## config.mk

```make
export PLATFORM = sky130hd
export DESIGN_NAME = trace_tx
export DESIGN_NICKNAME = d
export VERILOG_FILES = /design/src/rtl/trace_pkg.sv /design/src/rtl/trace_fifo.sv /design/src/rtl/trace_tx.sv
export SDC_FILE = /design/constraint.sdc
export NUM_CORES = 1
export LEC_CHECK = 0
export ABC_AREA = 1
export CORE_MARGIN = 2
export CORE_UTILIZATION = 54
export DETAILED_ROUTE_END_ITERATION = 8
export PLACE_DENSITY = 0.75
export SLEW_MARGIN = 20
export SYNTH_ARGS = -nofsm -noshare
export SYNTH_HDL_FRONTEND = slang
export SYNTH_SLANG_ARGS = --single-unit
```

## constraint.sdc

```tcl
create_clock -name clk -period 4.3 [get_ports clk]
set_input_delay 0.86 -clock clk [delete_from_list [all_inputs] [get_ports clk]]
set_output_delay 0.86 -clock clk [all_outputs]
set_load 0.01 [all_outputs]
```

## src/rtl/trace_pkg.sv

```systemverilog
// Shared types for the retire-trace transmitter: record layout, header fields,
// frame lengths and serializer states.
package trace_pkg;

  localparam int unsigned WORD_W    = 32;
  localparam int unsigned RD_W      = 5;
  localparam int unsigned SEQ_W     = 5;

  localparam int unsigned HDR_START  = 7;
  localparam int unsigned HDR_LOST   = 6;
  localparam int unsigned HDR_SEQ_LO = 1;
  localparam int unsigned HDR_RDV    = 0;

  localparam int unsigned FRAME_LEN_BASE = 9;
  localparam int unsigned FRAME_LEN_RD   = 14;

  typedef struct packed {
    logic [WORD_W-1:0] pc;
    logic [WORD_W-1:0] inst;
    logic              rd_v;
    logic [RD_W-1:0]   rd;
    logic [WORD_W-1:0] rd_data;
    logic              lost;
    logic [SEQ_W-1:0]  seq;
  } trace_rec_t;

  typedef enum logic [2:0] {
    S_IDLE,
    S_HDR,
    S_PC,
    S_INST,
    S_RDX,
    S_RDD
  } ser_state_t;

  // Frame header byte for a record
  function automatic logic [7:0] make_hdr(input trace_rec_t r);
    logic [7:0] h;
    h = '0;
    h[HDR_START]            = 1'b1;
    h[HDR_LOST]             = r.lost;
    h[HDR_SEQ_LO +: SEQ_W]  = r.seq;
    h[HDR_RDV]              = r.rd_v;
    return h;
  endfunction

  // Little-endian byte i of a 32-bit word
  function automatic logic [7:0] word_byte(input logic [WORD_W-1:0] w, input logic [1:0] i);
    return w[{i, 3'b000} +: 8];
  endfunction

endpackage

```

## src/rtl/trace_fifo.sv

```systemverilog
// DEPTH-entry synchronous FIFO of trace records with occupancy count.
module trace_fifo
  import trace_pkg::*;
#(
  parameter int unsigned DEPTH = 8
) (
  input  logic                     clk,
  input  logic                     reset,
  input  logic                     push,
  input  trace_rec_t               wdata,
  input  logic                     pop,
  output trace_rec_t               head_c,
  output logic [$clog2(DEPTH):0]   level,
  output logic                     full_c,
  output logic                     empty_c
);

  localparam int unsigned AW = $clog2(DEPTH);
  localparam int unsigned LW = AW + 1;

  trace_rec_t      mem [DEPTH];
  logic [AW-1:0]   wr_ptr;
  logic [AW-1:0]   rd_ptr;
  logic            do_push;
  logic            do_pop;

  assign full_c  = (level == LW'(DEPTH));
  assign empty_c = (level == '0);
  assign do_push = push && !full_c;
  assign do_pop  = pop && !empty_c;
  assign head_c  = mem[rd_ptr];

  // Record storage, written at the tail
  always_ff @(posedge clk) begin
    if (do_push) mem[wr_ptr] <= wdata;
  end

  // Pointers and occupancy
  always_ff @(posedge clk or negedge reset) begin
    if (!reset) begin
      wr_ptr <= '0;
      rd_ptr <= '0;
      level  <= '0;
    end else begin
      if (do_push) wr_ptr <= AW'(wr_ptr + AW'(1));
      if (do_pop)  rd_ptr <= AW'(rd_ptr + AW'(1));
      case ({do_push, do_pop})
        2'b10:   level <= LW'(level + LW'(1));
        2'b01:   level <= LW'(level - LW'(1));
        default: level <= level;
      endcase
    end
  end

endmodule

```

## src/rtl/trace_tx.sv

```systemverilog
// Retire-trace transmitter: captures retired instructions into a FIFO and
// serializes them as framed bytes on a valid/ready stream.
// Optional feature macro: TRACE_RD_EN (send destination write, 14-byte frames).
module trace_tx
  import trace_pkg::*;
#(
  parameter int unsigned DEPTH = 8
) (
  input  logic                    clk,
  input  logic                    reset,
  input  logic                    inst_v,
  input  logic [31:0]             pc,
  input  logic [31:0]             inst,
  input  logic                    rd_v,
  input  logic [4:0]              rd,
  input  logic [31:0]             rd_data,
  output logic [7:0]              tx_data,
  output logic                    tx_valid,
  input  logic                    tx_ready,
  output logic                    overflow,
  output logic [$clog2(DEPTH):0]  level
);

  logic [SEQ_W-1:0] seq;
  logic             lost_pending;
  trace_rec_t       wr_rec;
  trace_rec_t       head_c;
  logic             full_c;
  logic             empty_c;
  logic             push_c;
  logic             pop_c;
  logic             accept_c;
  logic             last_c;

  ser_state_t       state;
  logic [1:0]       idx;
  trace_rec_t       frm;

  logic             unused_frm_c;
  assign unused_frm_c = ^{frm.lost, frm.seq};

  // Record to push: destination fields only kept when the feature is built in
  always_comb begin
    wr_rec      = '0;
    wr_rec.pc   = pc;
    wr_rec.inst = inst;
    wr_rec.lost = lost_pending;
    wr_rec.seq  = seq;
`ifdef TRACE_RD_EN
    wr_rec.rd_v    = rd_v;
    wr_rec.rd      = rd;
    wr_rec.rd_data = rd_data;
`endif
  end

`ifndef TRACE_RD_EN
  logic unused_rd_c;
  assign unused_rd_c = ^{rd_v, rd, rd_data};
`endif

  // Full is judged on pre-edge level, so a same-edge pop never rescues a write
  assign push_c   = inst_v && !full_c;
  assign accept_c = tx_valid && tx_ready;
  assign last_c   = accept_c && (idx == 2'd3) &&
                    (((state == S_INST) && !frm.rd_v) || (state == S_RDD));
  assign pop_c    = !empty_c && ((state == S_IDLE) || last_c);

  trace_fifo #(.DEPTH(DEPTH)) u_fifo (
    .clk     (clk),
    .reset   (reset),
    .push    (push_c),
    .wdata   (wr_rec),
    .pop     (pop_c),
    .head_c  (head_c),
    .level   (level),
    .full_c  (full_c),
    .empty_c (empty_c)
  );

  // Sequence number, pending-loss flag and sticky overflow
  always_ff @(posedge clk or negedge reset) begin
    if (!reset) begin
      seq          <= '0;
      lost_pending <= 1'b0;
      overflow     <= 1'b0;
    end else if (inst_v) begin
      seq <= SEQ_W'(seq + SEQ_W'(1));
      if (full_c) begin
        lost_pending <= 1'b1;
        overflow     <= 1'b1;
      end else begin
        lost_pending <= 1'b0;
      end
    end
  end

  // Serializer: one byte per accepted handshake, back-to-back frames without a bubble
  always_ff @(posedge clk or negedge reset) begin
    if (!reset) begin
      state    <= S_IDLE;
      idx      <= '0;
      frm      <= '0;
      tx_data  <= 8'h00;
      tx_valid <= 1'b0;
    end else if (pop_c) begin
      state    <= S_HDR;
      idx      <= '0;
      frm      <= head_c;
      tx_data  <= make_hdr(head_c);
      tx_valid <= 1'b1;
    end else if (last_c) begin
      state    <= S_IDLE;
      idx      <= '0;
      tx_data  <= 8'h00;
      tx_valid <= 1'b0;
    end else if (accept_c) begin
      case (state)
        S_HDR: begin
          state   <= S_PC;
          idx     <= '0;
          tx_data <= word_byte(frm.pc, 2'd0);
        end
        S_PC: begin
          if (idx == 2'd3) begin
            state   <= S_INST;
            idx     <= '0;
            tx_data <= word_byte(frm.inst, 2'd0);
          end else begin
            idx     <= 2'(idx + 2'd1);
            tx_data <= word_byte(frm.pc, 2'(idx + 2'd1));
          end
        end
        S_INST: begin
          if (idx == 2'd3) begin
            state   <= S_RDX;
            idx     <= '0;
            tx_data <= {3'b000, frm.rd};
          end else begin
            idx     <= 2'(idx + 2'd1);
            tx_data <= word_byte(frm.inst, 2'(idx + 2'd1));
          end
        end
        S_RDX: begin
          state   <= S_RDD;
          idx     <= '0;
          tx_data <= word_byte(frm.rd_data, 2'd0);
        end
        S_RDD: begin
          idx     <= 2'(idx + 2'd1);
          tx_data <= word_byte(frm.rd_data, 2'(idx + 2'd1));
        end
        default: begin
          state    <= S_IDLE;
          idx      <= '0;
          tx_valid <= 1'b0;
        end
      endcase
    end
  end

endmodule
```

==> flow_summary.ini, run 1 <==
[run_status]
status = finished clean

[synthesis]
syn_avg_cell_area_um2 = 12.3
synth_cell_type_count = 37
yosys_most_used_dff = edfxtp_1
syn-cell-area_um2 = 26300
synthArstFlopShare_pct = 14.5
syn_inst = 2142
syn_nets = 2257
ys_seq_area_share_pct = 73.0
synth-edff-count = 560
ys_seq_elements = 655
ys_warn_count = 0

[timing]
max_slew_margin_pct = 29.3
min_period_ps = 2920
slew_violations = 0
period_share_pct = 67.8
holdWs_ps = 285
grt_setup_unrepaired = no
worst_slew_pin_slew_ps = 1060
clock.fmax_mhz = 343
setup_slack_ps = 1380
setup_viol = 0
finClkSkew_ps = 23.0
finalHoldViolations = 0
fin_tns_setup_ps = 0

[placement]
gp_congestion = 0.856
portBuffers = 81
hpwl_um = 33600
place_ws_ps = 838
place_area_um2 = 27800

[finish]
fillers = 3437
final_cell_area_um2 = 30000
layout_commonest_cell = edfxtp_1
multi_input_area_um2 = 6150
layout_common_cells = edfxtp_1 (560), nor2_1 (323), o21ai_0 (305), nand2_1 (303), nand3_1 (115)
drive_gt1_share_pct = 8.04
nets = 2313
regArea_um2 = 19200
area_delta_synth_final_pct = 14.2
utilization_pct = 62.6

[clocking]
htreeDepth = 3
numCtsBuffers = 66
cts_hold_buffers = 0
cts_setup_buffers = 0
cts_resized = 0
cts_max_path_buffers = 3
clock-sinks = 655
insertion_delay_ps = 610
path_clk_slew_ps = 60
cts_root_buf = clkbuf_16
cts_tree = done

[global_routing]
grt_pass1_vias = 17200
grt_use_total_pct = 25.3
antenna_found_initial = 3
grt_pass1_wl_um = 97300
overflow = 0
grt_start_max_net_pins = 105

[drt]
dr_total_vias = 17400
wl_per_cell_um = 22.0
drtIter0Drc = 1924
wirelength_um = 62900
first_pass_iters = 5
ant_nets = 0
avgViaCountPerCell = 6.06
drc_errors = 0

[power]
p_per_area_nw_per_um2 = 506
ir_drop_mv = 0.356
leakagePower_nw = 10.7

[floorplan]
initial_core_util_pct = 54.8
ios = 120
die_h_um = 225
row_count = 80
core_um2 = 47900
fp.dieW_um = 225
die_area_um2 = 50500

[min_path]
holdCritPathClass = primary input to asynchronous set/reset pin

[setup_path]
startpoint_type = flop
worstSetupPathType = flop to flop
arrival_ps = 3440
endpoint_kind = flop
crit_fanout = 81
crit_required_ps = 4830

[run]
maxCapViolCount = 0
sequential cells by signal, indices dropped and copies added (netlist names):
name	count
state	3
tx_valid	1
frm	64
u_fifo.wr_ptr	3
u_fifo.mem	560
overflow	1
seq	5
idx	2
tx_data	8
lost_pending	1
u_fifo.rd_ptr	3
u_fifo.level	4
layer usage:
metal | share of wire, % | track usage (%) | up-vias
met5 | 0.048 | 0 | -
met4 | 2.7 | 10.1 | 4
met3 | 8.5 | 4.32 | 134
met2 | 49 | 41.5 | 870
met1 | 40 | 34.1 | 8572
li1 | - | - | 7787
cell type report:
class / instances / share of cell area, %
diodes: 1 / 0.00834
repair buffers: 126 / 4.44
well taps: 615 / 2.56
flip-flops and latches: 655 / 64.0
multi-input cells: 1260 / 20.5
clock buffers: 89 / 6.13
inverters: 89 / 1.13
clock inverters: 32 / 1.26
synthesized netlist by cell type (all sizes together) (3+ instances only):
cell	number	area, µm²
o21ai	331	1670
buf	64	400
ha	8	100
inv	88	330
nand2	309	1190
nand3	115	576
dfrtp	95	2380
nand4	3	18.8
xor2	8	70.1
nor2	334	1260
a21oi	28	151
xnor2	3	26.3
edfxtp	560	16800
o221ai	90	788
o22ai	21	144
clkbuf	74	278
cell families after synthesis:
logic type                 count (synthesis)  synth area share [%]
and+or+nand+nor                          763                  11.6
DFF                                      655                  73.0
AOI/OAI and AO/OA                        476                  10.7
buffers and inverters                    227                  3.85
xor gates and xnor gates                  11                 0.366
adders and majority gates                  9                 0.457
muxes                                      1                0.0428
power by group:
group | switching (mW) | internal (mW) | total [mW]
logic | 0.904 | 0.367 | 1.27
clock network | 2.38 | 3.45 | 5.83
registers | 0.250 | 7.83 | 8.08
total | 3.54 | 11.6 | 15.2
metrics by stage:
| stage | std cells | total power, mW |
|---|---|---|
| after floorplan | 2142 | 8.78 |
| after global placement | 2745 | 9.39 |
| after detailed placement | 2745 | 9.47 |
| after CTS | 2866 | 15.3 |
| after global routing | 2867 | 15.7 |
| final | 2867 | 15.2 |
critical path: stages, from the launching register on:
cell and delay [ps]:
dfrtp_4 1080, buf_4 780, o21ai_0 250, o221ai_1 290, nand3_1 200, o21ai_1 140
path summary, 6_finish.rpt:
| check | start | endpoint | slack [ps] | depth (start not counted) |
|---|---|---|---|---|
| max in group asynchronous | reset | u_fifo.rd_ptr[0]$_DFFE_PN0N_ | 3080 | 2 |
| worst max-delay path | u_fifo.rd_ptr[1]$_DFFE_PN0N_ | frm[92]$_DFFE_PN0N_ | 1380 | 5 |
| worst max register to register | u_fifo.rd_ptr[1]$_DFFE_PN0N_ | frm[92]$_DFFE_PN0N_ | 1380 | 5 |
| worst min register to register | overflow$_DFFE_PN0P_ | overflow$_DFFE_PN0P_ | 470 | 2 |
| worst min-delay path | reset | frm[67]$_DFFE_PN0N_ | 290 | 1 |
| min in group clk | overflow$_DFFE_PN0P_ | overflow$_DFFE_PN0P_ | 470 | 2 |
(Power assumes the default switching activity.)
==> inputs of run 2 (changes only) <==
clock period = 2.6 ns   (was 4.3 ns; I/O delays follow)
==> run 2 against run 1 <==
Compared with the run above:
- critical path depth increased by 6
- hold slack gained 180 ps
- design area increased by 1.1%
- non-clock buffer count rose by 21
- sequential share of layout area shrank 0.68 points
- global-route usage rose by 0.19 points
- largest power group unchanged
==> flow_summary.ini, run 2 (synthesis results as in run 1) <==
[setup_path]
rr_worst_depth = 11
crit_fanout = 4
cp_top_family = simple AND/OR/NAND/NOR gates
cpMostUsedCell = ha_1
startpoint_type = flop
worstReg2RegEnd = u_fifo.level[3]$_DFFE_PN0P_
cp_cell_sequence = inv_1, nand4_1, nand2_4, inv_2, ha_1, buf_4, ha_1, nand2_1, o21ai_0, xor2_1, mux2_2
path_buf_inv = 3
crit_required_ps = 3110
endpoint_kind = flop
worstSetupPathType = flop to flop
arrival_ps = 2940
crit_slowest_cell = dfrtp_1
r2r_slack_ps = 170
r2r-start = u_fifo.level[1]$_DFFE_PN0P_
max_stage_delay_ps = 420
cp-startpoint = u_fifo.level[1]$_DFFE_PN0P_

[finish]
fillers = 3393
regArea_um2 = 19200
reg_top3 = u_fifo.mem (560), frm (64), tx_data (8)
largest_register = u_fifo.mem
area_delta_synth_final_pct = 15.4
final_cell_area_um2 = 30300
largest_register_ffs = 560
layout_commonest_cell = edfxtp_1
multi_input_area_um2 = 6150
drive_gt1_share_pct = 8.97
nets = 2327
layout_common_cells = edfxtp_1 (560), nor2_1 (323), o21ai_0 (304), nand2_1 (302), nand3_1 (115)

[placement]
hpwl_um = 35500
place_area_um2 = 28200
gp_congestion = 0.838
portBuffers = 81

[timing]
setup_viol = 0
worst_slew_pin_slew_ps = 824
fin_tns_setup_ps = 0
max_slew_margin_pct = 45.1
grt_setup_unrepaired = no
finalHoldViolations = 0
period_share_pct = 93.5
holdWs_ps = 460
min_period_ps = 2430
finClkSkew_ps = 19.0
slew_violations = 0
clock.fmax_mhz = 411

[drt]
wl_per_cell_um = 22.2
avgViaCountPerCell = 6.01
first_pass_iters = 6
wl_met2_um = 30500
drtIter0Drc = 1963
drc_errors = 0
top_layer = met5
wl_met3_um = 5520
ant_nets = 0
wirelength_um = 63800
met1_length_um = 25300
dr_total_vias = 17300

[global_routing]
grt_pass1_vias = 17200
antenna_found_initial = 5
grt_pass1_wl_um = 97700
grt_start_max_net_pins = 185
grt_use_total_pct = 25.5
overflow = 0

[floorplan]
ios = 120
fp.dieW_um = 225
row_count = 80
die_h_um = 225
core_um2 = 47900
die_area_um2 = 50500
initial_core_util_pct = 54.8

[power]
p_total_mw = 24.9
ir_drop_mv = 0.496
leakagePower_nw = 10.8
p_per_area_nw_per_um2 = 821

[clocking]
cts_root_buf = clkbuf_16
cts_tree = done
numCtsBuffers = 59
cts_max_path_buffers = 3
path_clk_slew_ps = 60
htreeDepth = 2
insertion_delay_ps = 640
clock-sinks = 655

[run]
maxCapViolCount = 0

[run_status]
status = finished clean

[min_path]
holdCritPathClass = primary input to asynchronous set/reset pin
[run 2: power by group]
group          internal (mW)  switching, mW
clock                   5.42           3.83
combinational          0.773           1.54
sequential              12.9          0.408
[run 2: stage by stage]
stage	worst slack, ps	cells	util [%]
CTS	186	2877	63.2
detailed placement	-151	2765	58.9
finish	169	2881	63.3
floorplan	22.5	2142	-
global placement	-164	2765	58.9
global route	1.75	2879	63.3
[run 2: worst max path at each step]
stage	cells past startpoint	end	slack, ps
final	11	u_fifo.level[3]$_DFFE_PN0P_	170
after global routing	14	u_fifo.level[3]$_DFFE_PN0P_	2
after CTS	11	u_fifo.level[3]$_DFFE_PN0P_	190
after detailed placement	13	u_fifo.level[3]$_DFFE_PN0P_	-150
after global placement	13	u_fifo.level[3]$_DFFE_PN0P_	-160
after floorplan	5	u_fifo.mem[1][0]$_DFFE_PP_	20
[run 2: layer usage]
metal | track usage, % | up-vias
li1 | - | 7820
met1 | 33.4 | 8543
met2 | 41.5 | 774
met3 | 5.41 | 177
met4 | 11.2 | 2
met5 | 0 | -
[run 2: layout make-up]
cell class                 count  share of cell area (%)
tap                          615                    2.54
clock inverter                33                    1.40
timing repair buffer         147                    5.83
inverter                      89                    1.12
multi-input combinational   1260                    20.3
clock buffer                  78                    5.50
sequential                   655                    63.3
antenna                        4                  0.0330
[run 2: what timing repair did]
action / in CTS / in global routing
gates resized for setup: 0 / 0
hold buffers: 1 / 0
setup buffers: 0 / 0
endpoints found under the hold margin: 32 / 0
